## config.mk

```make
export PLATFORM = sky130hd
export DESIGN_NAME = isn_encoder
export DESIGN_NICKNAME = d
export VERILOG_FILES = /design/src/rtl/isn_encoder.sv
export SDC_FILE = /design/constraint.sdc
export NUM_CORES = 1
export LEC_CHECK = 0
export BUFFER_PORTS_ARGS = -buffer_cell sky130_fd_sc_hd__buf_2
export CAP_MARGIN = 20
export CORE_MARGIN = 3
export CORE_UTILIZATION = 57
export CTS_BUF_LIST = sky130_fd_sc_hd__clkbuf_4 sky130_fd_sc_hd__clkbuf_8
export DETAILED_ROUTE_END_ITERATION = 16
export PLACE_DENSITY = 0.93
export RECOVER_POWER = 50
export SYNTH_ARGS = -nofsm -noshare
export SYNTH_HDL_FRONTEND = slang
export SYNTH_SLANG_ARGS = --single-unit
```

## constraint.sdc

```tcl
create_clock -name clock -period 2.7 [get_ports clock]
set_clock_uncertainty 0.15 [all_clocks]
set_input_delay 0.135 -clock clock [delete_from_list [all_inputs] [get_ports clock]]
set_output_delay 0.135 -clock clock [all_outputs]
set_load 0.01 [all_outputs]
```

## src/rtl/isn_encoder.sv

```systemverilog
// Instruction encoder: packs decoded fields into 32-bit words and streams them to imem through a small FIFO.
// Optional build macro ISNENC_RANGECHECK_EN drops out-of-range bundles and pulses err_range.
module isn_encoder #(
   parameter int DEPTH  = 4,
   parameter int ADDR_W = 12
) (
   input  logic              clock,
   input  logic              reset,
   input  logic              in_valid,
   output logic              in_ready,
   input  logic [4:0]        opcode,
   input  logic [4:0]        rd,
   input  logic [4:0]        rs,
   input  logic [4:0]        rt,
   input  logic [4:0]        shamt,
   input  logic [4:0]        ALUop,
   input  logic [31:0]       immediate,
   input  logic [31:0]       target,
   input  logic              addr_clr,
   output logic              out_valid,
   input  logic              out_ready,
   output logic [ADDR_W-1:0] out_addr,
   output logic [31:0]       out_data,
   output logic              wrapped,
   output logic              err_range
);

   localparam int PTR_W = $clog2(DEPTH);
   localparam logic [PTR_W:0] FULL_CNT = (PTR_W+1)'(DEPTH);

   typedef enum logic [1:0] {
      FMT_R,
      FMT_JI,
      FMT_JII,
      FMT_I
   } fmt_t;

   fmt_t              fmt;
   logic [31:0]       word;
   logic              range_bad;
   logic              accept;
   logic              push;
   logic              pop;
   logic [31:0]       mem [DEPTH];
   logic [PTR_W-1:0]  wr_ptr;
   logic [PTR_W-1:0]  rd_ptr;
   logic [PTR_W:0]    count;
   logic [31:0]       last_q;
   logic              unused_bits;

   always_comb begin
      fmt = FMT_I;
      case (opcode)
         5'b00000:                            fmt = FMT_R;
         5'b00001, 5'b00011, 5'b10101, 5'b10110: fmt = FMT_JI;
         5'b00100:                            fmt = FMT_JII;
         default:                             fmt = FMT_I;
      endcase
   end

   // Fields not used by the selected format stay zero.
   always_comb begin
      word = '0;
      word[31:27] = opcode;
      case (fmt)
         FMT_R:   word[26:2]  = {rd, rs, rt, shamt, ALUop};
         FMT_JI:  word[26:0]  = target[26:0];
         FMT_JII: word[26:22] = rd;
         default: begin
            word[26:17] = {rd, rs};
            word[16:0]  = immediate[16:0];
         end
      endcase
   end

`ifdef ISNENC_RANGECHECK_EN
   always_comb begin
      range_bad = 1'b0;
      case (fmt)
         FMT_I:   range_bad = ($signed(immediate) < -32'sd65536) ||
                              ($signed(immediate) > 32'sd65535);
         FMT_JI:  range_bad = |target[31:27];
         default: range_bad = 1'b0;
      endcase
   end

   always_ff @(posedge clock) begin
      if (reset) err_range <= 1'b0;
      else       err_range <= accept && range_bad;
   end
`else
   assign range_bad = 1'b0;
   assign err_range = 1'b0;
`endif

   assign unused_bits = ^{immediate[31:17], target[31:27]};

   assign in_ready  = (count != FULL_CNT);
   // Gated by reset so a queued word is never written during the reset cycle.
   assign out_valid = (count != '0) && !reset;
   assign accept    = in_valid && in_ready;
   assign push      = accept && !range_bad;
   assign pop       = out_valid && out_ready;
   assign out_data  = out_valid ? mem[rd_ptr] : last_q;

   always_ff @(posedge clock) begin
      if (push) mem[wr_ptr] <= word;
   end

   always_ff @(posedge clock) begin
      if (reset) begin
         wr_ptr <= '0;
         rd_ptr <= '0;
         count  <= '0;
         last_q <= '0;
      end else begin
         if (push) wr_ptr <= wr_ptr + 1'b1;
         if (pop) begin
            rd_ptr <= rd_ptr + 1'b1;
            last_q <= mem[rd_ptr];
         end
         case ({push, pop})
            2'b10:   count <= count + 1'b1;
            2'b01:   count <= count - 1'b1;
            default: count <= count;
         endcase
      end
   end

   always_ff @(posedge clock) begin
      if (reset) begin
         out_addr <= '0;
         wrapped  <= 1'b0;
      end else begin
         if (addr_clr)  out_addr <= '0;
         else if (pop)  out_addr <= out_addr + 1'b1;
         if (pop && (out_addr == {ADDR_W{1'b1}})) wrapped <= 1'b1;
      end
   end

endmodule

```

==> flow_metrics.env, run 1 <==
export IMPL_grt_overflow_total=0
export IMPL_period_share_pct=97.5
export IMPL_synth_seq_cells=182
export IMPL_grt_pass1_vias=5675
export IMPL_wl_microns=18700
export IMPL_critPathMaxStageDelay_ns=0.60
export IMPL_crit_family="buffers and inverters"
export IMPL_synth_cell_type_count=44
export IMPL_total_leakage_power_nw=3.42
export IMPL_row_count=41
export IMPL_netlist_instances=551
export IMPL_diodes=0
export IMPL_startpoint_type="input pin"
export IMPL_hpwl_microns=10900
export IMPL_fin_util_pct=72.8
export IMPL_grt_max_degree=39
export IMPL_start_util_pct=59.7
export IMPL_path_depth=7
export IMPL_io_buffers=125
export IMPL_cp_arrival_ns=2.68
export IMPL_critical_path_class="input pin to flop"
export IMPL_place_gp_congestion=0.780
export IMPL_cts_max_level=4
export IMPL_worstHoldPathCells=3
export IMPL_worstPathCellList="dlygate4sd3_1, clkbuf_1, or3b_1, a31oi_4, buf_12, mux2_2, dlygate4sd3_1"
export IMPL_drt_first_pass_iters=5
export IMPL_maxCapViolCount=0
export IMPL_fin_ws_ns=0.0671
export IMPL_critPathBufInv=4
export IMPL_synth_area_sq_um=7680
export IMPL_numClockSinks=182
export IMPL_holdWs_ns=0.0411
export IMPL_hold_viol_final=0
export IMPL_remaining_drc_errors=0
export IMPL_vias=5472
export IMPL_dp_cells=828
export IMPL_status="finished, final reports clean"
export IMPL_dieHeight_microns=122
export IMPL_synthArstFlopShare_pct=0
export IMPL_crit_required_ns=2.75
export IMPL_routed_via_density=6.01
export IMPL_antenna_found_initial=0
export IMPL_numCtsBuffers=17
export IMPL_slew_viol_final=0
export IMPL_worst_pin_slew_ns=0.895
export IMPL_fmax_mhz=380
export IMPL_worst_path_most_repeated_cell="dlygate4sd3_1"
export IMPL_setup_violations=0
export IMPL_cts_tree="yes"
export IMPL_grt_pass1_wl_microns=28600
export IMPL_dp_slack_ns=0.0818
export IMPL_drt_initial_drc_count=568
export IMPL_maxSlewHeadroom_pct=40.3
export IMPL_stdcell_count=911
export IMPL_synth_warnings=0
export IMPL_area_delta_synth_final_pct=22.0
export IMPL_syn_num_nets=657
export IMPL_critPathSlowestCell="dlygate4sd3_1"
export IMPL_die_w_microns=122
export IMPL_dieArea_sq_um=14900
export IMPL_nets=832
export IMPL_finalCriticalPeriod_ns=2.63
export IMPL_drive_above_1_share_pct=32.9
export IMPL_setup_tns_ns=0
export IMPL_hp_class="input pin to flop"
export IMPL_ioPinCount=147
export IMPL_reg2reg_depth=9
export IMPL_yosys_most_used_dff="edfxtp_1"
export IMPL_grt_use_total_pct=25.7
export IMPL_ir_worst_vdd_v=0.000426
export IMPL_powerDensity_nw_per_um2=692
export IMPL_endpoint_kind="flop"
export IMPL_root_buffer="clkbuf_8"
export IMPL_cts_buffer_depth=2
export IMPL_drtAntennaViolNets=0
export IMPL_synth_edff_count=128
export IMPL_ys_seq_area_share_pct=64.1
export IMPL_wl_per_cell_microns=20.6
export IMPL_avgSynthCellArea_sq_um=13.9
export IMPL_clk_latency_ns=0.46
export IMPL_core_area_sq_um=12900
export IMPL_path_max_fanout=10
export IMPL_clk_pin_slew_ns=0.08
-- where the power goes --
group          leakage, nW  total [mW]  switching (mW)  internal (mW)
combinational         1.59        1.31           0.720          0.590
sequential            1.62        3.31          0.0950           3.22
clock                0.215        1.86           0.928          0.937
-- through the flow --
stage | instance area (sq um) | total power [mW]
final | 9380 | 6.49
after global routing | 9380 | 6.73
after CTS | 9340 | 6.46
after detailed placement | 8450 | 4.56
after global placement | 8450 | 4.48
after floorplan | 7680 | 4.16
-- what timing repair did --
| item | in CTS | in global routing |
|---|---|---|
| hold buffers | 48 | 0 |
| buffers inserted | 0 | 2 |
| hold endpoints to repair | 114 | 0 |
| gates resized for setup | 1 | 9 |
| pin swaps | 1 | 1 |
| cloned | 1 | 0 |
| setup endpoints to repair | 32 | 45 |
-- metal layers --
metal / vias to the layer above / part of all wire (%) / GRT usage (%)
met5: - / 0 / 0
met4: 0 / 3.9 / 13.5
met3: 69 / 8.2 / 6.45
met2: 336 / 52 / 44.0
met1: 2669 / 36 / 30.1
li1: 2398 / - / -
-- worst register-to-register path, stage by stage (launching register included) --
cell     delay [ns]
dfxtp_4        0.38
or3b_4         0.41
and2_4         0.18
inv_1          0.09
ha_2           0.19
inv_1          0.06
fa_1           0.39
xor2_1         0.17
or3_1          0.33
a21oi_2        0.16
-- final cells by class --
class / instances / area (sq um)
well taps: 172 / 215
inverters: 23 / 86.3
flip-flops and latches: 182 / 4930
clock inverters: 8 / 97.6
repair buffers: 184 / 1190
multi-input cells: 318 / 2540
clock buffers: 24 / 305
fillers: 772 / 3500
-- cells in the final DEF (no fill, tap or decap), types with 3 or more instances in the layout --
master,instances
mux2_2,36
edfxtp_1,128
a22oi_1,15
nor4_1,6
clkinv_2,4
nand2_1,91
inv_1,22
nor2_1,18
dlygate4sd3_1,48
dfxtp_1,50
clkbuf_8,20
mux4_2,32
nor3_1,3
nand4_1,5
o21ai_0,23
a21oi_1,37
or3_1,3
buf_4,9
and3_2,4
ha_1,5
buf_2,109
clkbuf_1,16
xnor2_1,10
clkbuf_4,4
-- registers in the layout (all words and copies together) (netlist names), named ones only --
register  flops
mem         128
last_q       32
out_addr     12
count         3
rd_ptr        2
wr_ptr        2
wrapped       1
-- Yosys cell counts (8+ instances only) --
library cell	count	share of area, %
a21oi_1	38	2.5
a22oi_1	15	1.5
buf_2	11	0.72
clkbuf_1	8	0.39
dfxtp_1	54	14
edfxtp_1	128	50
inv_1	22	1.1
mux2_2	36	5.3
mux4_2	32	9.4
nand2_1	91	4.4
nor2_1	18	0.88
o21ai_0	23	1.5
xnor2_1	10	1.1
-- final timing paths --
kind / startpoint / endpoint / slack, ns
setup / recovery: opcode[4] / mem[2][23] / 0.07
hold / removal: immediate[7] / mem[2][7] / 0.04
setup reg to reg: count[2] / count[2] / 0.11
hold reg to reg: last_q[2] / last_q[2] / 0.31
-- cell families after synthesis --
kind of cell               synth area share, %
buffers and inverters                     3.31
adders and majority gates                 1.24
muxes                                     14.9
xor gates and xnor gates                  1.37
AOI/OAI and AO/OA                         6.43
DFF                                       64.1
other                                   0.0488
and+or+nand+nor                           8.57
(Power assumes the default switching activity.)
==> inputs of run 2 (changes only) <==
--- a/config.mk
+++ b/config.mk
@@ -6,12 +6,12 @@
 export NUM_CORES = 1
 export LEC_CHECK = 0
 export BUFFER_PORTS_ARGS = -buffer_cell sky130_fd_sc_hd__buf_2
-export CAP_MARGIN = 20
 export CORE_MARGIN = 3
 export CORE_UTILIZATION = 57
 export CTS_BUF_LIST = sky130_fd_sc_hd__clkbuf_4 sky130_fd_sc_hd__clkbuf_8
 export DETAILED_ROUTE_END_ITERATION = 16
-export PLACE_DENSITY = 0.93
+export GPL_ROUTABILITY_DRIVEN = 1
+export PLACE_DENSITY_LB_ADDON = 0.2
 export RECOVER_POWER = 50
 export SYNTH_ARGS = -nofsm -noshare
 export SYNTH_HDL_FRONTEND = slang
==> run 2 against run 1 <==
Effect of this change:
- hold slack worse by 0.0051 ns
- critical path depth up 1
- maximum frequency is 0.85% lower
- setup slack worse by 0.023 ns
==> flow_metrics.env, run 2 (synthesized netlist as in run 1, its figures left out) <==
export IMPL_nets=848
export IMPL_drt_first_pass_iters=7
export IMPL_worst_path_most_repeated_cell="dlygate4sd3_1"
export IMPL_row_count=41
export IMPL_cts_tree="yes"
export IMPL_vias=5258
export IMPL_final_cell_mix="128 x edfxtp_1, 112 x buf_2, 91 x nand2_1, 63 x dlygate4sd3_1, 50 x dfxtp_1"
export IMPL_grt_overflow_total=0
export IMPL_clkPwrFrac_pct=29.5
export IMPL_netSwitchingFraction_pct=25.8
export IMPL_critPathSlowestCell="or4_1"
export IMPL_grt_pass1_wl_microns=27200
export IMPL_top_regs="mem: 128 flops, last_q: 32 flops, out_addr: 12 flops"
export IMPL_hold_viol_final=0
export IMPL_fill_cells=824
export IMPL_area_delta_synth_final_pct=24.8
export IMPL_period_share_pct=98.4
export IMPL_pwr_share_seq_pct=50.5
export IMPL_top_register="mem"
export IMPL_antenna_found_initial=0
export IMPL_dp_slack_ns=0.0771
export IMPL_critPathBufInv=4
export IMPL_largest_reg_flops=128
export IMPL_finalCriticalPeriod_ns=2.66
export IMPL_cts_max_level=4
export IMPL_critical_path_class="input pin to flop"
export IMPL_cp_arrival_ns=2.71
export IMPL_rsz0062_at_grt="false"
export IMPL_drt_initial_drc_count=466
export IMPL_dieArea_sq_um=14900
export IMPL_status="finished, final reports clean"
export IMPL_core_area_sq_um=12900
export IMPL_grt_use_total_pct=24.4
export IMPL_numClockSinks=182
export IMPL_numCtsBuffers=17
export IMPL_use_met2_pct=42.4
export IMPL_ir_worst_vdd_v=0.000413
export IMPL_cts_buffer_depth=2
export IMPL_p_switching_mw=1.69
export IMPL_slew_viol_final=0
export IMPL_worst_pin_slew_ns=0.945
export IMPL_die_w_microns=122
export IMPL_fmax_mhz=377
export IMPL_remaining_drc_errors=0
export IMPL_met3_usage_pct=4.69
export IMPL_grt_pass1_vias=5388
export IMPL_internal_power_mw=4.86
export IMPL_globalRouteMet1Util_pct=29.6
export IMPL_maxCapViolCount=0
export IMPL_p_comb_share_pct=20.0
export IMPL_start_util_pct=59.7
export IMPL_clk_pin_slew_ns=0.09
export IMPL_crit_required_ns=2.75
export IMPL_dieHeight_microns=122
export IMPL_drtAntennaViolNets=0
export IMPL_clk_latency_ns=0.46
export IMPL_startpoint_type="input pin"
export IMPL_ioPinCount=147
export IMPL_crit_family="buffers and inverters"
export IMPL_routed_via_density=5.67
export IMPL_setup_tns_ns=0
export IMPL_drive_above_1_share_pct=31.9
export IMPL_io_buffers=125
export IMPL_worstPathCellList="dlygate4sd3_1, buf_2, or4_1, nor2_2, buf_6, a22oi_1, dlygate4sd3_1, o21ai_0"
export IMPL_holdWs_ns=0.0360
export IMPL_fin_ws_ns=0.0445
export IMPL_place_gp_congestion=0.787
export IMPL_critPathMaxStageDelay_ns=0.63
export IMPL_grt_max_degree=39
export IMPL_hpwl_microns=10000
export IMPL_path_max_fanout=15
export IMPL_hp_class="input pin to flop"
export IMPL_wl_per_cell_microns=19.3
export IMPL_endpoint_kind="flop"
export IMPL_total_leakage_power_nw=3.46
export IMPL_setup_violations=0
export IMPL_powerDensity_nw_per_um2=684
export IMPL_root_buffer="clkbuf_8"
export IMPL_busiest_layer="met2"
export IMPL_maxSlewHeadroom_pct=37.0
export IMPL_layout_commonest_cell="edfxtp_1"
export IMPL_wl_microns=17900
## run 2: cell count changes in the layout (fill, tap and decap cells not counted), sizes merged
| cell | before | now |
|---|---|---|
| buf | 120 | 123 |
| bufinv | 2 | 3 |
| clkbuf | 40 | 39 |
| clkinv | 5 | 2 |
| clkinvlp | 0 | 3 |
| diode | 0 | 1 |
| dlygate4sd3 | 48 | 63 |
| inv | 24 | 23 |
| nor2 | 21 | 20 |
## run 2: worst paths after layout
check,from,endpoint,slack (ns),cells past startpoint
max,opcode[1],mem[1][12],0.04,8
max reg2reg,count[2],count[2],0.14,9
min,immediate[15],mem[0][15],0.04,3
min reg2reg,last_q[26],last_q[26],0.30,2
## run 2: routing by layer
layer  part of all wire [%]  up-vias  wire, microns
met3                    6.2       46           1100
met5                      0        -              0
li1                       -     2423              -
met4                    2.7        0            490
met2                     52      214           9280
met1                     39     2575           7060
## run 2: timing repair
action,CTS,global route
hold endpoints to repair,149,12
hold buffers,60,3
setup endpoints to repair,0,41
resized for setup,0,8
setup buffers,0,2
## run 2: power by group through the flow
stage	sequential, mW	clock (mW)	combinational, mW
3_3_place_gp	3.35	0	1.19
6_report	3.31	1.93	1.31
3_5_place_dp	3.37	0	1.23
4_1_cts	3.31	1.95	1.30
2_1_floorplan	3.33	0	0.833
5_1_grt	3.33	2.07	1.42
## run 2: worst register-to-register path, delay by kind of cell, from the launching register on
kind | cells | cell delay, ns
simple gates | 3 | 0.97
buf+inv | 2 | 0.14
xor+xnor | 1 | 0.17
fa+ha+maj | 2 | 0.55
compound gates | 1 | 0.14
flops | 1 | 0.37
## run 2: layout make-up
| cell class | instances | area (sq um) | share of cell area [%] |
|---|---|---|---|
| tap | 172 | 215 | 2.25 |
| timing repair buffer | 201 | 1420 | 14.8 |
| clock inverter | 8 | 121 | 1.27 |
| sequential | 182 | 4930 | 51.4 |
| clock buffer | 24 | 305 | 3.19 |
| multi-input combinational | 317 | 2510 | 26.1 |
| inverter | 23 | 86.3 | 0.901 |
| antenna | 1 | 2.50 | 0.0261 |
## run 2: through the flow
stage	utilization [%]	power, mW	instance area (sq um)	std cells
after floorplan	-	4.16	7680	551
after global placement	66.1	4.54	8510	829
after detailed placement	66.1	4.60	8510	829
after CTS	74.0	6.56	9530	921
after global routing	74.4	6.82	9580	927
final	74.4	6.55	9580	928
==> inputs of run 3 (changes only) <==
==> constraint.sdc (replaced) <==
create_clock -name clock -period 2.6 [get_ports clock]
set_clock_uncertainty 0.15 [all_clocks]
set_input_delay 0.13 -clock clock [delete_from_list [all_inputs] [get_ports clock]]
set_output_delay 0.13 -clock clock [all_outputs]
set_load 0.01 [all_outputs]
==> run 3 against run 2 <==
Effect of this change:
- hold slack improved by 0.011 ns
- global-route usage rose by 0.47 points
- register-to-register slack worse by 0.03 ns
- power is 7.5% higher
- combinational power increased by 7%
- sequential cell count is the same
- sequential power is 3% higher
- setup slack worse by 0.033 ns
- first-iteration DRC count up 9.0%
- final cell count rose by 0.54%
- clock-buffer cell count unchanged
- routed wire length up 1.1%
- largest cell class unchanged
==> flow_metrics.env, run 3 (synthesized netlist as in run 1, its figures left out) <==
export IMPL_critical_path_class="input pin to flop"
export IMPL_grt_use_total_pct=24.9
export IMPL_layout_commonest_cell="edfxtp_1"
export IMPL_hold_viol_final=0
export IMPL_powerDensity_nw_per_um2=724
export IMPL_reg2reg_depth=9
export IMPL_final_cell_mix="128 x edfxtp_1, 125 x buf_2, 91 x nand2_1, 65 x dlygate4sd3_1, 50 x dfxtp_1"
export IMPL_dp_slack_ns=0.0238
export IMPL_worstHoldPathCells=3
export IMPL_wl_per_cell_microns=19.4
export IMPL_hold_end="mem[2][10]"
export IMPL_root_buffer="clkbuf_8"
export IMPL_grt_max_degree=39
export IMPL_fin_ws_ns=0.0119
export IMPL_ioPinCount=147
export IMPL_place_gp_congestion=0.784
export IMPL_clk_pin_slew_ns=0.09
export IMPL_drt_first_pass_iters=5
export IMPL_period_share_pct=99.5
export IMPL_regToRegStartpoint="count[2]"
export IMPL_maxSlewHeadroom_pct=36.2
export IMPL_dieArea_sq_um=14900
export IMPL_crit_required_ns=2.64
export IMPL_hpwl_microns=9950
export IMPL_drtAntennaViolNets=0
export IMPL_row_count=41
export IMPL_rsz0062_at_grt="true"
export IMPL_cts_tree="yes"
export IMPL_critPathBufInv=4
export IMPL_critPathSlowestCell="dlygate4sd3_1"
export IMPL_startpoint_type="input pin"
export IMPL_rrSetupSlack_ns=0.11
export IMPL_status="finished, final reports clean"
export IMPL_fmax_mhz=386
export IMPL_critPathMaxStageDelay_ns=0.59
export IMPL_area_delta_synth_final_pct=26.7
export IMPL_worst_path_most_repeated_cell="dlygate4sd3_1"
export IMPL_holdWs_ns=0.0466
export IMPL_start_util_pct=59.7
export IMPL_grt_pass1_wl_microns=27600
export IMPL_maxCapViolCount=0
export IMPL_largest_reg_flops=128
export IMPL_io_buffers=125
export IMPL_nets=853
export IMPL_die_w_microns=122
export IMPL_crit_family="buffers and inverters"
export IMPL_finalCriticalPeriod_ns=2.59
export IMPL_rr_endpoint="count[2]"
export IMPL_antenna_found_initial=0
export IMPL_numCtsBuffers=17
export IMPL_grt_overflow_total=0
export IMPL_grt_pass1_vias=5475
export IMPL_clk_latency_ns=0.45
export IMPL_numClockSinks=182
export IMPL_ir_worst_vdd_v=0.000466
export IMPL_worst_pin_slew_ns=0.957
export IMPL_top_regs="mem: 128 flops, last_q: 32 flops, out_addr: 12 flops"
export IMPL_hold_path_startpoint="immediate[10]"
export IMPL_top_register="mem"
export IMPL_wl_microns=18100
export IMPL_setup_violations=0
export IMPL_total_leakage_power_nw=3.61
export IMPL_remaining_drc_errors=0
export IMPL_hp_class="input pin to flop"
export IMPL_ff_latch_area_sq_um=4930
export IMPL_dieHeight_microns=122
export IMPL_cts_max_level=4
export IMPL_multi_input_area_sq_um=2560
export IMPL_cp_arrival_ns=2.63
export IMPL_drive_above_1_share_pct=34.9
export IMPL_cts_buffer_depth=2
export IMPL_fill_cells=766
export IMPL_path_max_fanout=9
export IMPL_slew_viol_final=0
export IMPL_worstPathCellList="dlygate4sd3_1, buf_2, or3b_4, a31oi_4, buf_4, mux2_2, dlygate4sd3_1"
export IMPL_drt_initial_drc_count=508
export IMPL_path_depth=7
export IMPL_routed_via_density=5.72
export IMPL_vias=5333
export IMPL_endpoint_kind="flop"
export IMPL_core_area_sq_um=12900
## run 3: changes by cell type in the layout (fill, tap and decap cells not counted), sizes merged
cell / change
bufinv: +2
buf: +15
dlymetal6s4s: +1
clkinvlp: -2
dlygate4sd3: +2
clkbuf: -14
nor2: +1
## run 3: power by group
group | internal (mW) | switching, mW | total, mW
clock network | 1.28 | 0.945 | 2.22
registers | 3.34 | 0.0830 | 3.42
logic | 0.648 | 0.750 | 1.40
## run 3: routing by layer
layer | global-route usage [%] | part of all wire, % | up-vias
li1 | - | - | 2437
met1 | 30.6 | 39 | 2638
met2 | 42.8 | 52 | 224
met3 | 5.11 | 6.8 | 34
met4 | 10.7 | 2.3 | 0
met5 | 0 | 0 | -
## run 3: repair_timing
action | in CTS | in global routing
cloned | 1 | 1
hold buffers | 65 | 1
hold endpoints to repair | 143 | 4
endpoints found under the setup margin | 32 | 47
setup buffers | 0 | 2
pin swaps | 1 | 3
resized for setup | 3 | 16
## run 3: worst max-delay path by stage
stage | start | end
after CTS | opcode[2] | mem[3][16]
after global routing | opcode[2] | mem[3][24]
after detailed placement | count[2] | count[2]
after floorplan | count[0] | count[2]
final | opcode[2] | mem[0][24]
after global placement | count[2] | count[2]
## run 3: worst min-delay path: stages
cell	delay, ns
buf_2	0.09
inv_1	0.04
o21ai_0	0.17
## run 3: layout make-up
| cell class | count | share of cell area (%) |
|---|---|---|
| antenna | 1 | 0.0257 |
| multi-input combinational | 318 | 26.3 |
| clock buffer | 24 | 3.20 |
| sequential | 182 | 50.7 |
| inverter | 23 | 0.887 |
| timing repair buffer | 205 | 14.9 |
| clock inverter | 8 | 1.72 |
| tap | 172 | 2.21 |
## run 3: stage by stage
step	utilization, %	cell area [sq um]	TNS [ns]	power (mW)	cells
final	75.6	9730	0	7.04	933
after global placement	65.9	8490	0	4.69	830
after floorplan	-	7680	0	4.32	551
after global routing	75.6	9730	-0.105	7.33	932
after detailed placement	65.9	8490	0	4.75	830
after CTS	74.8	9640	0	7.03	928
